<file path="src/rtl/mem_arbiter.sv">
// Two-requester (CPU, IO) arbiter for a single memory port, with a per-grant ack watchdog.
// Define MEM_ARB_RR_EN for round-robin tie-breaking; otherwise the CPU wins every tie.
module mem_arbiter #(
  parameter int unsigned AW      = 16,
  parameter int unsigned DW      = 16,
  parameter int unsigned TIMEOUT = 15
) (
  input  logic          clock,
  input  logic          reset,
  input  logic          cpu_read,
  input  logic          cpu_write,
  input  logic [AW-1:0] cpu_addr,
  input  logic [DW-1:0] cpu_wdata,
  output logic          cpu_ack,
  input  logic          io_read,
  input  logic          io_write,
  input  logic [AW-1:0] io_addr,
  input  logic [DW-1:0] io_wdata,
  output logic          io_ack,
  output logic [DW-1:0] rdata,
  output logic          mem_read,
  output logic          mem_write,
  output logic [AW-1:0] mem_addr,
  output logic [DW-1:0] mem_wdata,
  input  logic          mem_ack,
  input  logic [DW-1:0] rdata_mem,
  output logic          timeout_err,
  output logic [1:0]    grant_out
);

  localparam int unsigned CW = 8;
  localparam logic [CW-1:0] WAIT_LAST = CW'(TIMEOUT - 1);

  localparam logic [1:0] ST_IDLE = 2'd0;
  localparam logic [1:0] ST_CPU  = 2'd1;
  localparam logic [1:0] ST_IO   = 2'd2;

  logic [1:0]    state_q, state_d;
  logic [CW-1:0] wait_q, wait_d;
  logic          last_io_q, last_io_d;

  logic          cpu_pend, io_pend, tie_io;
  logic          g_io, g_read, g_write, g_pend, o_pend;
  logic [AW-1:0] g_addr;
  logic [DW-1:0] g_wdata;

  assign cpu_pend  = cpu_read | cpu_write;
  assign io_pend   = io_read | io_write;
  assign rdata     = rdata_mem;
  assign grant_out = state_q;

  // Tie-break between simultaneous requesters
`ifdef MEM_ARB_RR_EN
  assign tie_io = ~last_io_q;
`else
  assign tie_io = 1'b0;
`endif

  // Request lines of the currently granted requester and pending status of the other
  always_comb begin
    g_io    = (state_q == ST_IO);
    g_read  = g_io ? io_read   : cpu_read;
    g_write = g_io ? io_write  : cpu_write;
    g_addr  = g_io ? io_addr   : cpu_addr;
    g_wdata = g_io ? io_wdata  : cpu_wdata;
    g_pend  = g_read | g_write;
    o_pend  = g_io ? cpu_pend  : io_pend;
  end

  // Next-state, watchdog and memory-side outputs
  always_comb begin
    state_d     = state_q;
    wait_d      = wait_q;
    last_io_d   = last_io_q;
    mem_read    = 1'b0;
    mem_write   = 1'b0;
    mem_addr    = '0;
    mem_wdata   = '0;
    cpu_ack     = 1'b0;
    io_ack      = 1'b0;
    timeout_err = 1'b0;
    case (state_q)
      ST_IDLE: begin
        wait_d = '0;
        if (cpu_pend && io_pend) state_d = tie_io ? ST_IO : ST_CPU;
        else if (cpu_pend)       state_d = ST_CPU;
        else if (io_pend)        state_d = ST_IO;
      end
      ST_CPU, ST_IO: begin
        // Read wins if a requester illegally raises both strobes
        mem_read  = g_read;
        mem_write = g_write & ~g_read;
        mem_addr  = g_addr;
        mem_wdata = g_wdata;
        cpu_ack   = mem_ack & ~g_io;
        io_ack    = mem_ack & g_io;
        if (mem_ack) begin
          wait_d    = '0;
          last_io_d = g_io;
          if (o_pend) state_d = g_io ? ST_CPU : ST_IO;
          else        state_d = ST_IDLE;
        end else if (!g_pend) begin
          wait_d  = '0;
          state_d = ST_IDLE;
        end else if (wait_q == WAIT_LAST) begin
          timeout_err = 1'b1;
          wait_d      = '0;
          state_d     = ST_IDLE;
        end else if (wait_q != '1) begin
          wait_d = wait_q + CW'(1);
        end
      end
      default: begin
        state_d = ST_IDLE;
        wait_d  = '0;
      end
    endcase
  end

  always_ff @(posedge clock or negedge reset) begin
    if (!reset) begin
      state_q   <= ST_IDLE;
      wait_q    <= '0;
      last_io_q <= 1'b1;
    end else begin
      state_q   <= state_d;
      wait_q    <= wait_d;
      last_io_q <= last_io_d;
    end
  end

endmodule

</file>
<file path="config.mk">
export PLATFORM = sky130hd
export DESIGN_NAME = mem_arbiter
export DESIGN_NICKNAME = d
export VERILOG_FILES = /design/src/rtl/mem_arbiter.sv
export SDC_FILE = /design/constraint.sdc
export NUM_CORES = 1
export LEC_CHECK = 0
export CAP_MARGIN = 20
export CORE_MARGIN = 3
export CORE_UTILIZATION = 26
export CTS_BUF_LIST = sky130_fd_sc_hd__clkbuf_8
export CTS_CLUSTER_SIZE = 40
export DETAILED_ROUTE_END_ITERATION = 8
export PLACE_DENSITY = 0.88
export SYNTH_ARGS = -nofsm -noshare
export SYNTH_HDL_FRONTEND = slang
export SYNTH_SLANG_ARGS = --single-unit
</file>
<file path="constraint.sdc">
create_clock -name clock -period 1.8 [get_ports clock]
set_input_delay 0.36 -clock clock [delete_from_list [all_inputs] [get_ports clock]]
set_output_delay 0.36 -clock clock [all_outputs]
set_load 0.02 [all_outputs]
</file>
Word-level counts from Yosys, hierarchy flattened
Cells that the tools add are included.
{ "word_totals": {"ff_bits": 10, "input_bits": 87, "output_inout_bits": 55, "elab_cells": 51} }
{ "classes": {"add_sub_neg": 1, "n_eq_ne": 7, "muxes": 29, "bitwise_logic": 8, "reduce_logical": 4} }
{ "op_table": {"columns": ["cell", "count"], "rows": [
  ["two-way mux 16 bit", 4],
  ["two-way mux 8 bit", 5],
  ["two-way mux 2 bit", 8],
  ["two-way mux 1 bit", 11],
  ["adder 8 x 1 -> 8 bit (second input constant)", 1],
  ["equality test 8 x 4 -> 1 bit (second input constant)", 1],
  ["inequality test 4 bit (second input constant)", 2],
  ["inequality test 8 bit (second input constant)", 1],
  ["inequality test 5 bit (second input constant)", 1],
  ["case mux 2 bit (2 select lines)", 1],
  ["AND 1 bit", 3],
  ["bitwise OR 1 bit", 3],
  ["equality test 2 x 1 -> 1 bit (second input constant)", 1],
  ["equality test 2 bit (second input constant)", 1],
  ["zero test 2 bit", 1],
  ["NOT 1 bit", 2],
  ["AND reduction 2 bit", 1],
  ["OR reduction 2 bit", 1],
  ["logical AND 1 bit", 1]
]} }

Longest topological paths before layout
Gate-level depths: netlist (run 1).
{ "depth": {"word_depth": 6, "ltp_mapped": 7, "mapped_depth_nobuf": 6} }

Worst setup path after synthesis (run 1)
OpenSTA, ideal clock, no wires.
{ "synth_path": {"kind": "register to output", "from": "register state_q[0], in the netlist grant_out[0]", "to": "output port timeout_err", "t_arrival_ns": 1.623, "required_time_ns": 1.440, "setup_slack_ns": -0.183, "stages_incl_launch_ff": 6, "cell_sequence": "dfrtp_1 > inv_1 > ha_1 > inv_1 > a2111o_1 > nor2_1"} }
{ "synth_via": {"elab_chain_len": 6, "elab_cells_between_ends": 9, "cone_classes": "eq/ne: 2; mux: 5; bitwise: 1; reduce/logical: 1"} }
{ "synth_rtl": {"columns": ["item", "line_no", "text"], "rows": [
  ["start: declaration", "38", "logic [1:0] state_q, state_d;"],
  ["start signal: assignment", "126", "state_q <= state_d;"],
  ["equality test 2 bit", "61, 82", null],
  ["two-way mux 1 bit (on tied branches)", "62, 63", null],
  ["bitwise OR 1 bit", "66", "g_pend = g_read | g_write;"],
  ["two-way mux 1 bit", "102", "end else if (!g_pend) begin"],
  ["two-way mux 1 bit", "97", "if (mem_ack) begin"],
  ["two-way mux 1 bit (*)", "82", "case (state_q)"],
  ["end: declaration", "27", "output logic timeout_err,"]
]} }
Mark *: on every way between the ends. The rest lies on a longest branch, timed or not.

Final worst setup path (run 1)
{ "layout_path": {"from": "input port cpu_read", "to": "output port timeout_err"} }
{ "layout_via": {"elab_chain_len": 5} }
{ "layout_rtl": {"columns": ["item", "line_no", "text"], "rows": [
  ["start: declaration", "10", "input logic cpu_read,"],
  ["two-way mux 1 bit", "62", "g_read = g_io ? io_read : cpu_read;"],
  ["bitwise OR 1 bit", "66", null],
  ["two-way mux 1 bit", "102", null],
  ["two-way mux 1 bit", "97", null],
  ["two-way mux 1 bit", "82", null]
]} }
Every way passes these cells.

==> flow_summary.ini, run 1 <==
[floorplan]
dieArea_um2 = 5760
dieWidth_um = 75.9
rows = 24
coreArea_um2 = 4530
ios = 142
dieHeight_um = 75.9
initial_utilization = 0.280

[clock_tree]
clock_path_buffers = 2
clk_latency_ps = 240
cts_buffers = 3
htree_levels = 1
cts.clk_slew.worst_paths_ps = 50
cts_sinks = 10
cts_tree = done
clock-root-buffer = clkbuf_8

[layout]
antenna_cells = 0
drive_gt1_frac = 0.507
fill_cells = 324
area.growth.synth_to_final_pct = 139
multi_input_area_um2 = 1140
fin_util = 0.669
regArea_um2 = 253
fin_nets = 383

[placed_design]
gp_congestion = 0.830
post-dp-hpwl_um = 3920
placement.io_buffers = 109

[critical_path]
worst_path_largest_cell_delay_ps = 570
crit_fanout = 4
worstSetupPathType = input pin to output pin
start_kind = input pin
slowest_stage = clkdlybuf4s50_1
cp_cell_sequence = clkdlybuf4s50_1 -> nor3_1 -> a2111o_1 -> nor2_4 -> buf_6
end_kind = output pin
arrival_ps = 1730
worstPathRequired_ps = 1440

[power]
vdd_drop_max_mv = 1.01
p_leak_nw = 1.22
p_per_area_nw_per_um2 = 1420

[sta]
setup_ws_ps = -292
final-setup-viol-count = 47
worst_pin_slew_ps = 507
timing.final.crit_share = 1.16
rsz0062_at_grt = yes
relSlewSlack = 0.661
slew_viol_final = 0
fin_crit_ps = 2090
fmax_mhz = 478
finalHoldViolCount = 0
finalSetupTns_ps = -7570
finalClockSkew_ps = 1.47

[hold_path]
hp-class = input pin to async pin

[global_route]
grt_busiest_layer = met2
grt_start_max_net_pins = 18
grt_use_met2 = 0.359
antenna_found_initial = 0
met3_usage = 0.0273
track_usage = 0.183
gr-total-overflow = 0
grt_first_pass_wirelength_um = 8560
gr-usage-met1 = 0.184
grt_pass1_vias = 1760

[synth]
ys.flop_type = dfrtp_1
synthCells = 163
yosysTopAreaCell = mux2i_1
synth_cell_types = 32
synth_top_area_share = 0.268
synth_common_cells = nor2_1 (43), mux2i_1 (34), buf_4 (16), dfrtp_1 (10), inv_1 (6)
synthArstFlopShare = 1.00
avgSynthCellArea_um2 = 7.80
synth_fp_nets = 255
ys_seq_area_frac = 0.197
synth_most_common_cell = nor2_1
synthTopCellsByArea = mux2i_1 (27%), dfrtp_1 (20%), nor2_1 (13%)
synth_seq_cells = 10
synth_area_um2 = 1270
synth_edf_count = 0
ys_warn_count = 0

[drt]
routed_wl_um = 6090
dr.pass1.iters = 4
route.detailed.drc = 0
initialDrtViolationCount = 67
routed-via-count = 1725
ant_nets = 0
wl_per_cell_um = 17.2
viasPerCell = 4.86

[outcome]
status = finished with violations
failed_checks = setup timing

[job]
drv_cap = 0
-- report_power, final --
group / internal, W / total, W / switching, W / leakage [nW]
Combinational: 0.00192 / 0.00373 / 0.00181 / 1.05
Clock: 0.000192 / 0.000283 / 0.0000901 / 0.0288
Sequential: 0.000259 / 0.000291 / 0.0000311 / 0.134
-- through the flow --
| step | total power, W | area [µm²] | std cells | hold slack, ps | setup WS, ps |
|---|---|---|---|---|---|
| 5_1_grt | 0.00449 | 3030 | 355 | 483 | -313 |
| 4_1_cts | 0.00385 | 2800 | 348 | 455 | -263 |
| 3_3_place_gp | 0.00304 | 2540 | 335 | 607 | -664 |
| 6_report | 0.00430 | 3030 | 355 | 453 | -292 |
| 2_1_floorplan | 0.00189 | 1360 | 163 | 64.4 | -60.9 |
| 3_5_place_dp | 0.00307 | 2540 | 335 | 626 | -678 |
-- registers in the layout, indices dropped and copies added, names as in the netlist --
| signal | flops |
|---|---|
| wait_q | 8 |
| grant_out | 2 |
-- timing repair --
item / 4_1_cts / 5_1_grt
pin swaps: 1 / 5
resized for setup: 222 / 43
gates cloned: 2 / 1
endpoints found under the hold margin: 0 / 0
hold buffers: 0 / 0
buffers inserted: 7 / 7
setup endpoints to repair: 47 / 47
-- kinds of logic (layout without fill, tap and decap cells) --
family / count (synthesis) / count (layout) / synth area share
buf+inv: 30 / 157 / 0.146
mux: 34 / 34 / 0.268
compound gates: 16 / 16 / 0.0935
xor+xnor: 3 / 3 / 0.0207
flops: 10 / 10 / 0.197
fa+ha+maj: 5 / 5 / 0.0492
simple gates: 65 / 65 / 0.226
-- placed cells by master, fill, tap and decap left out, drive strengths merged, types with 5 or more instances in the layout --
cell type	synthesis	routed
buf	21	73
clkbuf	3	6
clkdlybuf4s50	0	71
dfrtp	10	10
ha	5	5
inv	6	6
mux2i	34	34
nand2	5	5
nor2	43	43
-- worst max-delay path, delay by kind of cell --
family | cells | cell delay, ps
buffers and inverters | 2 | 690
AND/OR/NAND/NOR | 2 | 220
AO/OA/AOI/OAI | 1 | 460
-- worst paths after layout --
kind | startpoint | end | slack (ps) | cells past startpoint
max | cpu_read | timeout_err | -290 | 5
min | reset | wait_q[7]$_DFFE_PN0P_ | 450 | 1
max reg2reg | grant_out[1]$_DFFE_PN0P_ | wait_q[4]$_DFFE_PN0P_ | -150 | 8
min reg2reg | wait_q[5]$_DFFE_PN0P_ | wait_q[5]$_DFFE_PN0P_ | 650 | 3
max in group asynchronous | reset | grant_out[1]$_DFFE_PN0P_ | 990 | 1
min in group clock | wait_q[5]$_DFFE_PN0P_ | wait_q[5]$_DFFE_PN0P_ | 650 | 3
-- metal layers --
metal | share of wire | up-vias
li1 | - | 808
met1 | 0.35 | 801
met2 | 0.56 | 92
met3 | 0.055 | 24
met4 | 0.040 | 0
met5 | 0 | -
-- final cells by class --
class | count | area share
Inverter | 6 | 0.00908
Tap cell | 65 | 0.0268
Sequential cell | 10 | 0.0833
Timing Repair Buffer | 147 | 0.488
Clock buffer | 4 | 0.0182
Multi-Input combinational cell | 123 | 0.375
Note: power is estimated with default switching activity, not from simulation.
==> run 2: changes to the inputs <==
- CORE_UTILIZATION: 26 -> 31
- PLACE_DENSITY: 0.88 -> 0.95
- SKIP_LAST_GASP: not set -> 1
- clock period: 1.8 -> 2.71 ns (I/O delays scaled with it)
==> flow_summary.ini, run 2 (same netlist as run 1, synthesis figures left out) <==
[outcome]
status = finished, final reports clean

[floorplan]
initial_utilization = 0.335
coreArea_um2 = 3800
ios = 142
dieArea_um2 = 4900
rows = 22
dieWidth_um = 70.0
dieHeight_um = 70.0

[sta]
worst_pin_slew_ps = 496
relSlewSlack = 0.666
finalClockSkew_ps = 0.843
fin_hold_ws_ps = 581
rsz0062_at_grt = no
timing.final.crit_share = 0.961
fmax_mhz = 384
finalHoldViolCount = 0
final-setup-viol-count = 0
slew_viol_final = 0
fin_crit_ps = 2600

[drt]
ant_nets = 0
routed-via-count = 1499
initialDrtViolationCount = 88
wl_per_cell_um = 15.6
viasPerCell = 4.90
route.detailed.drc = 0
routed_wl_um = 4790
dr.pass1.iters = 4

[layout]
fin_nets = 351
area.growth.synth_to_final_pct = 92.5
fill_cells = 305
top_register = wait_q
multi_input_area_um2 = 848
final_cell_mix = clkdlybuf4s50_1 (74), nor2_1 (43), mux2i_1 (34), dlymetal6s2s_1 (27), dfrtp_1 (9)
instances_no_fill = 306
largest_register_ffs = 8
regArea_um2 = 251
antenna_cells = 0
layout_commonest_cell = clkdlybuf4s50_1
drive_gt1_frac = 0.0504

[clock_tree]
cts.clk_slew.worst_paths_ps = 50
cts_sinks = 10
htree_levels = 1
cts_tree = done
clock-root-buffer = clkbuf_8
clk_latency_ps = 240
clock_path_buffers = 2
cts_buffers = 3

[power]
p_per_area_nw_per_um2 = 797
vdd_drop_max_mv = 0.376
p_leak_nw = 1.32

[global_route]
track_usage = 0.194
grt_start_max_net_pins = 35
antenna_found_initial = 0
grt_first_pass_wirelength_um = 7600
gr-total-overflow = 0
grt_pass1_vias = 1576

[critical_path]
r2r_slack_ps = 600
worstPathRequired_ps = 2170
startpoint = grant_out[0]$_DFFE_PN0P_
end_kind = output pin
worst_path_largest_cell_delay_ps = 620
ff2ff_path_depth = 7
worstSetupPathType = flop to output pin
slowest_stage = clkdlybuf4s50_1
crit_fanout = 32
worstSetupEndpoint = io_ack
reg2reg_from = grant_out[0]$_DFFE_PN0P_
start_kind = flop
r2r_end = grant_out[0]$_DFFE_PN0P_
cp_cell_sequence = inv_1 -> ha_4 -> buf_12 -> and2_1 -> clkdlybuf4s50_1
arrival_ps = 2060

[placed_design]
dp_cells = 302
post-dp-hpwl_um = 3950
placement.io_buffers = 109
gp_congestion = 0.803

[job]
drv_cap = 0

[hold_path]
hp-class = flop to flop
holdPathStages = 1
-- run 2: stage by stage --
step / utilization / setup slack [ps] / power, W / setup TNS (ps) / instance area (µm²)
6_report: 0.644 / 106 / 0.00195 / 0 / 2450
4_1_cts: 0.625 / -7.01 / 0.00200 / -9.06 / 2370
2_1_floorplan: - / 545 / 0.00111 / 0 / 1270
5_1_grt: 0.644 / 32.8 / 0.00208 / 0 / 2450
3_3_place_gp: 0.611 / -74.5 / 0.00181 / -74.5 / 2320
3_5_place_dp: 0.611 / -139 / 0.00183 / -139 / 2320
-- run 2: worst min path at each step --
stage | start | end
floorplan | reset | grant_out[0]$_DFFE_PN0P_
global placement | grant_out[0]$_DFFE_PN0P_ | grant_out[0]$_DFFE_PN0P_
detailed placement | grant_out[0]$_DFFE_PN0P_ | grant_out[0]$_DFFE_PN0P_
CTS | grant_out[0]$_DFFE_PN0P_ | grant_out[0]$_DFFE_PN0P_
global route | grant_out[0]$_DFFE_PN0P_ | grant_out[0]$_DFFE_PN0P_
finish | grant_out[0]$_DFFE_PN0P_ | grant_out[0]$_DFFE_PN0P_
-- run 2: critical path, delay by kind of cell, from the launching register on --
family                   cells  cell delay [ps]
adder cells (fa/ha/maj)      1              230
buffers and inverters        3             1000
flip-flops                   1              410
AND/OR/NAND/NOR              1              180
-- run 2: metal layers --
metal	global-route usage	up-vias	part of all wire
li1	-	742	-
met1	0.194	663	0.34
met2	0.367	75	0.56
met3	0.0532	19	0.071
met4	0.0894	0	0.034
met5	0	-	0
-- run 2: final cells by class --
class                           instances  share of cell area
Inverter                                6             0.00920
Clock buffer                            4              0.0225
Multi-Input combinational cell        123               0.347
Timing Repair Buffer                  115               0.494
Tap cell                               48              0.0245
Sequential cell                        10               0.103
-- run 2: power breakdown --
group | total, W | switching (W) | internal, W | leakage, nW
Sequential | 0.000198 | 0.0000273 | 0.000171 | 0.135
Clock | 0.000189 | 0.0000610 | 0.000128 | 0.0288
Combinational | 0.00156 | 0.000846 | 0.000717 | 1.15
-- run 2: timing repair --
item / CTS / global route
setup endpoints to repair: 11 / 27
pin swaps: 0 / 0
resized for setup: 9 / 29
hold buffers: 0 / 0
buffers inserted: 0 / 0
endpoints found under the hold margin: 0 / 0
==> run 3: changes to the inputs <==
- GPL_TIMING_DRIVEN: not set -> 0
==> flow_summary.ini, run 3 (same netlist as run 1, synthesis figures left out) <==
[outcome]
status = finished, final reports clean

[sta]
fmax_mhz = 380
finalClockSkew_ps = 1.19
slew_viol_final = 0
setup_ws_ps = 79.4
finalHoldViolCount = 0
fin_crit_ps = 2630
final-setup-viol-count = 0
timing.final.crit_share = 0.971
rsz0062_at_grt = no
worst_pin_slew_ps = 489
relSlewSlack = 0.671

[drt]
ant_nets = 0
initialDrtViolationCount = 84
routed_wl_um = 5300
dr.pass1.iters = 4
wl_per_cell_um = 15.6
route.detailed.drc = 0
viasPerCell = 4.90
routed-via-count = 1660

[power]
netSwitchingFraction = 0.502
combPwrFrac = 0.820
clkPwrFrac = 0.079
p_leak_nw = 1.23
power.internal_w = 0.000967
p_switching_w = 0.000975
vdd_drop_max_mv = 0.488
seqPwrFrac = 0.101
p_per_area_nw_per_um2 = 738

[global_route]
antenna_found_initial = 0
track_usage = 0.207
gr-total-overflow = 0
grt_start_max_net_pins = 11
grt_pass1_vias = 1768
grt_first_pass_wirelength_um = 8200

[layout]
top_register = wait_q
final_cell_mix = clkdlybuf4s50_1 (93), nor2_1 (43), mux2i_1 (34), dlygate4sd2_1 (23), buf_4 (19)
area.growth.synth_to_final_pct = 107
drive_gt1_frac = 0.0997
fin_nets = 385
fin_util = 0.693
layout_commonest_cell = clkdlybuf4s50_1
antenna_cells = 0
largest_register_ffs = 8
fill_cells = 291

[critical_path]
r2r_slack_ps = 770
slowest_stage = clkdlybuf4s50_1
arrival_ps = 2090
worstSetupPathDepth = 5
worst_path_largest_cell_delay_ps = 510
ff2ff_path_depth = 7
worstSetupPathType = input pin to output pin
start_kind = input pin
crit_fanout = 6
cp_cell_sequence = clkdlybuf4s50_1 -> nor2_1 -> a2111o_1 -> nor2_1 -> clkdlybuf4s15_1
r2r_end = grant_out[1]$_DFFE_PN0P_
cpMostUsedCell = nor2_1
worst-path-buf-inv = 2
crit_family = buffers and inverters
end_kind = output pin
worstPathRequired_ps = 2170
reg2reg_from = grant_out[0]$_DFFE_PN0P_

[placed_design]
placement.io_buffers = 125
gp_congestion = 0.817
place_ws_ps = -210
post-dp-hpwl_um = 4500

[hold_path]
hp-start = grant_out[0]$_DFFE_PN0P_
hold_path_end = grant_out[0]$_DFFE_PN0P_
hp-class = flop to flop
holdPathStages = 1

[floorplan]
dieHeight_um = 70.0
rows = 22
ios = 142
initial_utilization = 0.335
dieArea_um2 = 4900
dieWidth_um = 70.0
coreArea_um2 = 3800

[clock_tree]
htree_levels = 1
cts_tree = done
cts_buffers = 3
clock_path_buffers = 2
cts.clk_slew.worst_paths_ps = 50
cts_sinks = 10
postCtsSetupRepairBufs = 0
clock-root-buffer = clkbuf_8
clk_latency_ps = 240

[job]
drv_cap = 0
[run 3: cell types whose count changed in the layout (fill, tap and decap cells not counted), moves of 3 or more]
cell / delta
buf_4: +15
dlygate4sd2_1: +15
clkbuf_2: +3
dlymetal6s2s_1: -19
clkdlybuf4s50_1: +19
[run 3: area by class of cell]
type	count	area, µm²	area share
buffer	24	180	0.0684
clock buffer	3	41.3	0.0157
inverter	6	22.5	0.00856
multi-input combinational	123	836	0.317
sequential	10	250	0.0951
tap	48	60.1	0.0228
timing repair buffer	125	1240	0.472
[run 3: worst reg2reg max path, cell delays in order (launching register included)]
cell and delay (ps):
dfrtp_1 400, inv_1 80, ha_1 340, inv_2 100, a2111o_1 380, nand2b_1 200
buf_6 140, a22o_1 200
[run 3: metrics by stage]
step | TNS (ps) | instances | cell area, µm² | hold slack (ps) | power (W)
after detailed placement | -210 | 336 | 2580 | 565 | 0.00189
after floorplan | 0 | 163 | 1270 | 246 | 0.00111
final | 0 | 339 | 2630 | 578 | 0.00194
after global routing | 0 | 339 | 2630 | 602 | 0.00207
after global placement | -181 | 336 | 2580 | 543 | 0.00186
after CTS | -27.4 | 339 | 2610 | 568 | 0.00196
[run 3: how the worst max path moves through the flow]
stage,from,end,slack (ps)
3_3_place_gp,io_read,timeout_err,-180
3_5_place_dp,io_read,timeout_err,-210
5_1_grt,io_read,timeout_err,2
2_1_floorplan,grant_out[0]$_DFFE_PN0P_,timeout_err,540
4_1_cts,grant_out[0]$_DFFE_PN0P_,mem_wdata[0],-30
6_report,io_read,timeout_err,80
[run 3: power groups by stage]
| stage | logic [W] | registers [W] | clock network, W |
|---|---|---|---|
| floorplan | 0.000900 | 0.000207 | 0 |
| global placement | 0.00167 | 0.000196 | 0 |
| detailed placement | 0.00170 | 0.000198 | 0 |
| CTS | 0.00160 | 0.000195 | 0.000158 |
| global route | 0.00170 | 0.000200 | 0.000168 |
| finish | 0.00159 | 0.000196 | 0.000154 |
[run 3: metal layers]
metal / track usage / wire length, µm / vias up
met5: 0 / 0 / -
met4: 0.0723 / 127 / 0
met3: 0.0547 / 396 / 11
met2: 0.405 / 2990 / 90
met1: 0.207 / 1790 / 754
li1: - / - / 805
[run 3: repair_timing]
| action | in CTS | in global routing |
|---|---|---|
| resized for setup | 32 | 10 |
| setup endpoints to repair | 32 | 9 |
| hold buffers | 0 | 0 |
==> edit: new RTL, flow settings as in run 1 <==
Add a define of `MEM_ARB_RR_EN`.
--- a/src/rtl/mem_arbiter.sv
+++ b/src/rtl/mem_arbiter.sv
@@ -1,5 +1,7 @@
 // Two-requester (CPU, IO) arbiter for a single memory port, with a per-grant ack watchdog.
 // Define MEM_ARB_RR_EN for round-robin tie-breaking; otherwise the CPU wins every tie.
+`define MEM_ARB_RR_EN
+
 module mem_arbiter #(
   parameter int unsigned AW      = 16,
   parameter int unsigned DW      = 16,
Formal check against the unedited RTL: not equivalent (Yosys sat finds a counterexample within 4 cycles, from zero or initial values and one cycle with reset low).
==> edit against run 1 <==
The run still ends with setup timing left. Power grew 12%. Worst setup slack gained 24 ps. Die area grew 3.6%. Fmax grew 1.1%. Critical path type is now reg -> out. Synthesized cell count grew 3.7%. Largest cell class unchanged. Sequential cell count grew 1. Area after synthesis grew 3.9%. Global-route usage shrank 0.29 points. First-iteration DRC count shrank 10%. Clock skew grew 8.4 ps. Sequential share of layout area grew 0.48 points. Cell area grew 4.3%. Utilization shrank 1.2 points. Wire length grew 0.30%.
==> edit: results <==
{
  "multi_input_area_mm2": 0.00124,
  "dr_wl_met2_um": 3410,
  "route.vias.total": 1747,
  "worst_path_dominant_cell_family": "simple AND/OR/NAND/NOR gates",
  "crit_path_max_fanout": 2,
  "violations": "setup timing",
  "drive_gt1_frac": 0.516,
  "syn_area_mm2": 0.00132,
  "finalSetupViolCount": 39,
  "outcome": "complete, but fails checks",
  "gr-usage-met2": 0.340,
  "place.gp.congestion": 0.894,
  "r2r-start": "grant_out[0]",
  "fin_ws_ps": -268,
  "wl_met3_um": 328,
  "bufAreaShareNonClock": 0.471,
  "ff2ff_setup_slack_ps": -50,
  "seq_area_frac_synth": 0.209,
  "power_switching_uw": 2170,
  "post_dp_cell_area_mm2": 0.00266,
  "synth.mux.area_fraction": 0.258,
  "synth_adder_area_share": 0.0473,
  "pre_cts_slack_ps": -686,
  "synth-compound-area-share": 0.0994,
  "pwr-share-comb": 0.877,
  "slowest_stage": "or4_4",
  "seq_share": 0.0882,
  "track_usage": 0.180,
  "synth.area.top_cells": "mux2i_1 (26%), dfrtp_1 (19%), nor2_1 (12%)",
  "r2r-end": "grant_out[1]",
  "final.setup.tns_ps": -7390,
  "synth_nets": 261,
  "grt_pass1_vias": 1769,
  "rr_worst_depth": 7,
  "peakVddDrop_uv": 719
}
-- edit: through the flow --
stage               std cells  hold WS, ps  total power [uW]
finish                    356          447              4830
global route              356          502              5060
CTS                       354          471              4360
detailed placement        345          477              3560
global placement          345          467              3510
floorplan                 169         64.4              2250
-- edit: kinds of logic after synthesis --
group	count (synthesis)
DFF	11
adders and majority gates	5
buffers and inverters	30
AOI/OAI and AO/OA	18
muxes	34
and+or+nand+nor	68
xor gates and xnor gates	3
-- edit: worst max-delay path by stage --
stage | startpoint | end | slack (ps) | depth (start not counted)
2_1_floorplan | grant_out[1] | timeout_err | 0.9 | 5
3_3_place_gp | io_write | timeout_err | -690 | 5
3_5_place_dp | io_write | timeout_err | -690 | 5
4_1_cts | wait_q[0] | timeout_err | -240 | 6
5_1_grt | wait_q[0] | timeout_err | -310 | 6
6_report | wait_q[0] | timeout_err | -270 | 6
-- edit: timing repair --
action	4_1_cts	5_1_grt
pin swaps	7	7
gates resized for setup	227	61
buffers inserted	2	3
gates cloned	3	1
setup endpoints to repair	42	44
